[src/rtl/fifo_stream_reader.sv]
// Read-domain consumer for asynFIFO: pops words via read_en/read_data and presents them as a
// valid/ready stream through a 3-entry prefetch buffer. Optional counter: FIFO_STREAM_READER_CNT_EN.
module fifo_stream_reader #(
    parameter int unsigned data_size = 8
) (
    input  logic                 read_clk,
    input  logic                 read_rst_n,
    input  logic                 fifo_empty,
    input  logic [data_size-1:0] fifo_read_data,
    output logic                 fifo_read_en,
    output logic                 out_valid,
    input  logic                 out_ready,
    output logic [data_size-1:0] out_data
`ifdef FIFO_STREAM_READER_CNT_EN
    ,
    output logic [15:0]          pop_count
`endif
);

    logic [1:0]           r_occ;
    logic [1:0]           r_head;
    logic [1:0]           r_tail;
    logic                 r_inflight;
    logic [data_size-1:0] r_buf [3];

    logic [2:0] w_credit_used;
    logic       w_capture;
    logic       w_handshake;

    function automatic logic [1:0] wrap_inc(input logic [1:0] p);
        return (p == 2'd2) ? 2'd0 : p + 2'd1;
    endfunction

    // Credit counts the in-flight word so a capture always finds a free entry.
    assign w_credit_used = {1'b0, r_occ} + {2'b00, r_inflight};
    assign fifo_read_en  = read_rst_n && !fifo_empty && (w_credit_used < 3'd3);

    assign w_capture   = r_inflight;
    assign out_valid   = (r_occ != 2'd0);
    assign out_data    = out_valid ? r_buf[r_head] : '0;
    assign w_handshake = out_valid && out_ready;

    always_ff @(posedge read_clk or negedge read_rst_n) begin
        if (!read_rst_n) begin
            r_occ      <= 2'd0;
            r_head     <= 2'd0;
            r_tail     <= 2'd0;
            r_inflight <= 1'b0;
            for (int i = 0; i < 3; i++) begin
                r_buf[i] <= '0;
            end
        end else begin
            r_inflight <= fifo_read_en;
            if (w_capture) begin
                r_buf[r_tail] <= fifo_read_data;
                r_tail        <= wrap_inc(r_tail);
            end
            if (w_handshake) begin
                r_head <= wrap_inc(r_head);
            end
            r_occ <= r_occ + {1'b0, w_capture} - {1'b0, w_handshake};
        end
    end

`ifdef FIFO_STREAM_READER_CNT_EN
    logic [15:0] r_pop_count;

    always_ff @(posedge read_clk or negedge read_rst_n) begin
        if (!read_rst_n) begin
            r_pop_count <= 16'd0;
        end else if (w_handshake) begin
            r_pop_count <= r_pop_count + 16'd1;
        end
    end

    assign pop_count = r_pop_count;
`endif

endmodule

[config.mk]
export PLATFORM = sky130hd
export DESIGN_NAME = fifo_stream_reader
export DESIGN_NICKNAME = d
export VERILOG_FILES = /design/src/rtl/fifo_stream_reader.sv
export SDC_FILE = /design/constraint.sdc
export NUM_CORES = 1
export LEC_CHECK = 0
export ABC_AREA = 1
export CORE_MARGIN = 2
export CORE_UTILIZATION = 30
export DETAILED_ROUTE_END_ITERATION = 12
export DONT_BUFFER_PORTS = 1
export GPL_TIMING_DRIVEN = 0
export SYNTH_ARGS = -nofsm -noshare
export SYNTH_HDL_FRONTEND = slang
export SYNTH_SLANG_ARGS = --single-unit
[constraint.sdc]
create_clock -name read_clk -period 1.8 [get_ports read_clk]
set_input_delay 0.09 -clock read_clk [delete_from_list [all_inputs] [get_ports read_clk]]
set_output_delay 0.09 -clock read_clk [all_outputs]
set_load 0.01 [all_outputs]
==> results.yml, run 1 <==
status:
  status: "complete, no violations"
sta:
  report.final.setup_viol: 0
  slew_viol_final: 0
  layout_min_cycle_time_ns: 1.67
  fin_crit_sh_pct: 93.0
  fin_setup_tns_ns: 0
  skew_ns: 0.00784
  fmax_mhz: 598
  rsz0062_at_grt: "no"
  relSlewSlack_pct: 73.3
  hold_viol_final: 0
  hold_ws_ns: 0.000888
  worst_slew_pin_slew_ns: 0.398
logic_synthesis:
  ys_types: 16
  yosysMostFrequentCell: "nand2_1"
  ys_ff_latch: 31
  synthTopCellsByCount: "nand2_1, dfrtp_1, nand3_1, inv_1, o21ai_1"
  yosys.area.top_type_share_pct: 52.9
  synth_area_per_cell_um2: 8.33
  synth-edff-count: 0
  synthCells: 176
  ys_warn_count: 0
  ys_seq_area_share_pct: 52.9
  syn-cell-area_mm2: 0.00147
  synth_ff_type: "dfrtp_1"
  synth_area_leader_cell: "dfrtp_1"
  synthArstFlopShare_pct: 100
  syn_nets: 192
  yosys-top-cells-area: "dfrtp_1, nand2_1, nand3_1"
clock_tree:
  cts_max_level: 2
  clock-sinks: 31
  cts_made_buffers: 5
  worst_setup_hold_path_clk_slew_ns: 0.06
  clk_latency_ns: 0.28
  clk_path_buf_depth: 2
  clk_root_buffer_cell: "clkbuf_8"
  postCtsSetupBuffers: 0
  tritoncts: "built"
critical_path:
  r2r-end: "r_inflight"
  r2r_start: "r_inflight"
  crit_fanout: 7
  start_kind: "register"
  r2r_slack_ns: 0.38
  path_class: "register to output port"
  endpoint_kind: "output port"
  rr_worst_depth: 5
  cp_data_required_time_ns: 1.71
  crit_arrival_ns: 1.58
layout:
  finalNetCount: 208
  n_antenna_cell: 0
  drive_above_1_share_pct: 9.38
  final_cell_area_mm2: 0.00176
  fillCellCount: 504
  areaGrowthSynthToFinish_pct: 19.9
  fin_util_pct: 37.2
worst_hold_path:
  hp-start: "fifo_read_data[1]"
  min_path_cells: 2
  hold_path_end: "r_buf[17]"
  hp-class: "input port to register"
die:
  die_w_um: 73.9
  num_rows: 25
  io_pins: 22
  die_area_mm2: 0.00546
  initial_core_util_pct: 31.0
  core_mm2: 0.00472
  die_height_um: 73.9
routing:
  vias: 1153
  drt_first_pass_iters: 4
  vias_per_cell: 4.45
  drc: 0
  postRouteAntennaNets: 0
  wl_per_cell_um: 12.4
  dr.first_iter.drc_count: 77
  wl_um: 3210
grt:
  grt_pass1_vias: 1177
  overflow: 0
  grt_pass1_wl_um: 5500
  grt_max_degree: 33
  track_usage_pct: 13.5
  antenna_found_initial: 0
placement:
  hpwlAfterDp_um: 2140
  placed_area_mm2: 0.00155
  port_buffers: 0
  gp_congestion: 0.745
power_and_ir_drop:
  p_seq_share_pct: 40.4
  clock_power_share_pct: 17.4
  power_leakage_nw: 0.906
  pwr-share-comb_pct: 42.1
  switchingPower_mw: 1.30
  power.density_mw_per_mm2: 1750
  p_sw_share_pct: 42.0
  internal-power_mw: 1.79
  total_power_mw: 3.08
  ir_worst_vdd_v: 0.000560
job:
  cap_violations: 0
[placed cells by master (no fill, tap or decap), drive strengths merged]
| master | netlist | layout |
|---|---|---|
| inv | 24 | 24 |
| nand2 | 48 | 48 |
| clkbuf | 0 | 6 |
| nor4 | 1 | 1 |
| buf | 5 | 6 |
| ha | 4 | 4 |
| dfrtp | 31 | 31 |
| nand3 | 28 | 28 |
| xnor2 | 1 | 1 |
| dlygate4sd3 | 0 | 8 |
| xor2 | 1 | 1 |
| o21ai | 27 | 27 |
| clkinv | 3 | 4 |
| nor2 | 3 | 3 |
[cell type report]
| type | count | area, µm² | share of cell area, % |
|---|---|---|---|
| Tap cell | 67 | 83.8 | 4.77 |
| Buffer | 5 | 31.3 | 1.78 |
| Clock buffer | 6 | 82.6 | 4.70 |
| Multi-Input combinational cell | 113 | 578 | 32.9 |
| Clock inverter | 1 | 5.00 | 0.285 |
| Inverter | 27 | 101 | 5.77 |
| Timing Repair Buffer | 9 | 100 | 5.69 |
| Sequential cell | 31 | 776 | 44.1 |
[per-layer routing]
layer,up-vias,GRT usage [%],part of all wire (%)
met3,7,3.02,4.2
met4,0,5.45,1.7
met2,23,22.2,48
met5,-,0,0
met1,532,17.3,46
li1,591,-,-
[registers in the layout, summed over array words and instances, names as in the netlist]
name        count
r_inflight      1
r_occ           2
r_buf          24
r_head          2
r_tail          2
[timing repair]
item,CTS,global route
endpoints found under the setup margin,1,7
hold buffers,9,0
gates resized for setup,1,2
endpoints found under the hold margin,43,0
[how the worst max path moves through the flow]
stage               start      endpoint  slack [ns]  depth (start not counted)
3_3_place_gp   r_inflight    r_inflight        0.09                          5
4_1_cts        r_inflight  fifo_read_en        0.02                          5
2_1_floorplan  r_inflight    r_inflight        0.23                          5
5_1_grt        r_inflight  fifo_read_en        0.02                          5
3_5_place_dp   r_inflight    r_inflight        0.06                          5
6_report       r_inflight  fifo_read_en        0.13                          5
[power by group through the flow]
stage	combinational (mW)	sequential (mW)	clock, mW
final	1.30	1.25	0.538
after floorplan	0.996	1.21	0
after detailed placement	1.26	1.26	0
after global placement	1.23	1.25	0
after CTS	1.30	1.25	0.553
after global routing	1.54	1.29	0.578
[worst max-delay path, stage by stage, from the launching register on]
cell,delay [ns]
dfrtp_1,0.47
ha_1,0.22
ha_1,0.27
nand2_1,0.06
inv_1,0.06
nor4_4,0.22
[through the flow]
stage	setup WS, ns	cells
2_1_floorplan	0.234	176
3_3_place_gp	0.0861	243
3_5_place_dp	0.0595	243
4_1_cts	0.0248	259
5_1_grt	0.0230	259
6_report	0.127	259
[logic make-up after synthesis]
group | synth area share, %
flops | 52.9
buf+inv | 9.04
xor+xnor | 1.19
simple gates | 24.2
fa+ha+maj | 3.41
compound gates | 9.22
(Power assumes the default switching activity.)
==> run 2: changes to the inputs <==
--- a/config.mk
+++ b/config.mk
@@ -6,7 +6,7 @@
 export NUM_CORES = 1
 export LEC_CHECK = 0
 export ABC_AREA = 1
-export CORE_MARGIN = 2
+export CORE_MARGIN = 4
 export CORE_UTILIZATION = 30
 export DETAILED_ROUTE_END_ITERATION = 12
 export DONT_BUFFER_PORTS = 1
==> run 2 against run 1 <==
  * Register-to-register slack lost 0.11 ns
  * Design area up 3.1%
  * Die area increased by 11%
  * Total power up 6.6%
  * First-iteration DRC count decreased by 47%
  * Core utilization rose by 1.1 points
  * Combinational power about the same
  * Global-route usage is 0.42 points lower
  * Fmax is 0.21% higher
  * Worst hold slack improved by 0.00095 ns
  * Critical path type unchanged
  * Critical endpoint unchanged
  * Largest power group unchanged
==> results.yml, run 2 (synthesis gave the netlist of run 1 again) <==
status:
  status: "complete, no violations"
clock_tree:
  clk_latency_ns: 0.29
  tritoncts: "built"
  cts_max_level: 2
  cts_made_buffers: 5
  clock-sinks: 31
  clk_root_buffer_cell: "clkbuf_8"
  clk_path_buf_depth: 2
  worst_setup_hold_path_clk_slew_ns: 0.06
worst_hold_path:
  hp-class: "input port to register"
  hold_path_end: "r_buf[17]"
  hp-start: "fifo_read_data[1]"
  min_path_cells: 2
die:
  die_w_um: 77.9
  initial_core_util_pct: 31.0
  num_rows: 25
  die_height_um: 77.9
  io_pins: 22
  core_mm2: 0.00472
  die_area_mm2: 0.00607
critical_path:
  rr_worst_depth: 8
  crit_arrival_ns: 1.58
  crit_top_cell: "ha_1"
  cp_data_required_time_ns: 1.71
  r2r_start: "r_occ[1]"
  worstPathCellList: "ha_1, ha_1, nand2_1, inv_1, nor4_4"
  r2r_slack_ns: 0.27
  path_class: "register to output port"
  endpoint_kind: "output port"
  r2r-end: "r_occ[1]"
  cp_slowest_cell: "dfrtp_1"
  crit_fanout: 7
  cpPeakStageDelay_ns: 0.47
  start_kind: "register"
placement:
  port_buffers: 0
  gp_congestion: 0.724
  dp_slack_ns: 0.0835
  place_inst: 243
  hpwlAfterDp_um: 2280
layout:
  n_antenna_cell: 0
  largest-register: "r_buf"
  final_cell_mix: "nand2_1, dfrtp_1, nand3_1"
  largest_register_ffs: 24
  drive_above_1_share_pct: 10.3
  finalNetCount: 210
  layout_commonest_cell: "nand2_1"
  final_cell_count_no_fill: 262
  areaGrowthSynthToFinish_pct: 23.5
sta:
  rsz0062_at_grt: "no"
  hold_viol_final: 0
  fin_ws_ns: 0.130
  layout_min_cycle_time_ns: 1.67
  fmax_mhz: 599
  worst_slew_pin_slew_ns: 0.326
  fin_setup_tns_ns: 0
  skew_ns: 0.00769
  slew_viol_final: 0
  relSlewSlack_pct: 78.1
  fin_crit_sh_pct: 92.8
  report.final.setup_viol: 0
grt:
  grt_pass1_vias: 1232
  track_usage_pct: 13.1
  grt_pass1_wl_um: 6070
  grt_max_degree: 33
  antenna_found_initial: 0
  overflow: 0
power_and_ir_drop:
  power.density_mw_per_mm2: 1820
  power_leakage_nw: 0.927
  ir_worst_vdd_v: 0.000603
  total_power_mw: 3.29
job:
  cap_violations: 0
routing:
  drt_first_pass_iters: 4
  wl_per_cell_um: 13.4
  wl_um: 3510
  drc: 0
  postRouteAntennaNets: 0
  vias_per_cell: 4.62
  vias: 1210
  dr.first_iter.drc_count: 41
## run 2: cell count changes in the layout (fill, tap and decap cells not counted), sizes merged
| cell | delta |
|---|---|
| clkinvlp | +1 |
| dlygate4sd3 | +2 |
| clkinv | -1 |
| bufinv | +1 |
## run 2: power breakdown
part	internal, mW	switching, mW
Combinational	0.448	0.879
Clock	0.447	0.261
Sequential	1.05	0.208
Total	1.94	1.35
## run 2: repair_timing
action                                  in CTS  in global routing
hold endpoints to repair                    50                  0
buffers inserted                             0                  0
hold buffers                                11                  0
endpoints found under the setup margin       1                  9
gates cloned                                 0                  0
gates resized for setup                      1                  3
## run 2: layout make-up
cell class / instances / area, µm²
fill: 492 / 2910
sequential: 31 / 776
timing repair buffer: 11 / 120
buffer: 5 / 31.3
tap: 67 / 83.8
inverter: 27 / 105
clock inverter: 2 / 35.0
clock buffer: 6 / 82.6
multi-input combinational: 113 / 578
## run 2: per-layer routing
layer,track usage [%],wire [µm],vias to the layer above,part of all wire (%)
li1,-,-,600,-
met4,6.82,68,0,1.9
met5,0,0,-,0
met3,3.13,175,8,5.0
met2,20.0,1610,29,46
met1,17.2,1660,573,47
## run 2: worst max path at each step
stage                           from           end  slack (ns)  cells after the start
after floorplan           r_inflight    r_inflight        0.23                      5
after global placement    r_inflight    r_inflight        0.07                      5
after detailed placement  r_inflight    r_inflight        0.08                      5
after CTS                 r_inflight  fifo_read_en        0.03                      5
after global routing      r_inflight  fifo_read_en        0.02                      5
final                     r_inflight  fifo_read_en        0.13                      5
## run 2: worst max-delay path: cells and delay by family (launching register included)
kind	cells	cell delay, ns
flops	1	0.47
simple gates	2	0.27
buf+inv	1	0.05
fa+ha+maj	2	0.48
## run 2: metrics by stage
step | area (µm²) | utilization [%] | hold WS, ns
final | 1810 | 38.4 | 0.00184
after global routing | 1810 | 38.4 | 0.0135
after CTS | 1790 | 38.0 | 0.00363
after detailed placement | 1550 | 32.8 | -0.204
after global placement | 1550 | 32.8 | -0.204
after floorplan | 1470 | - | -0.206
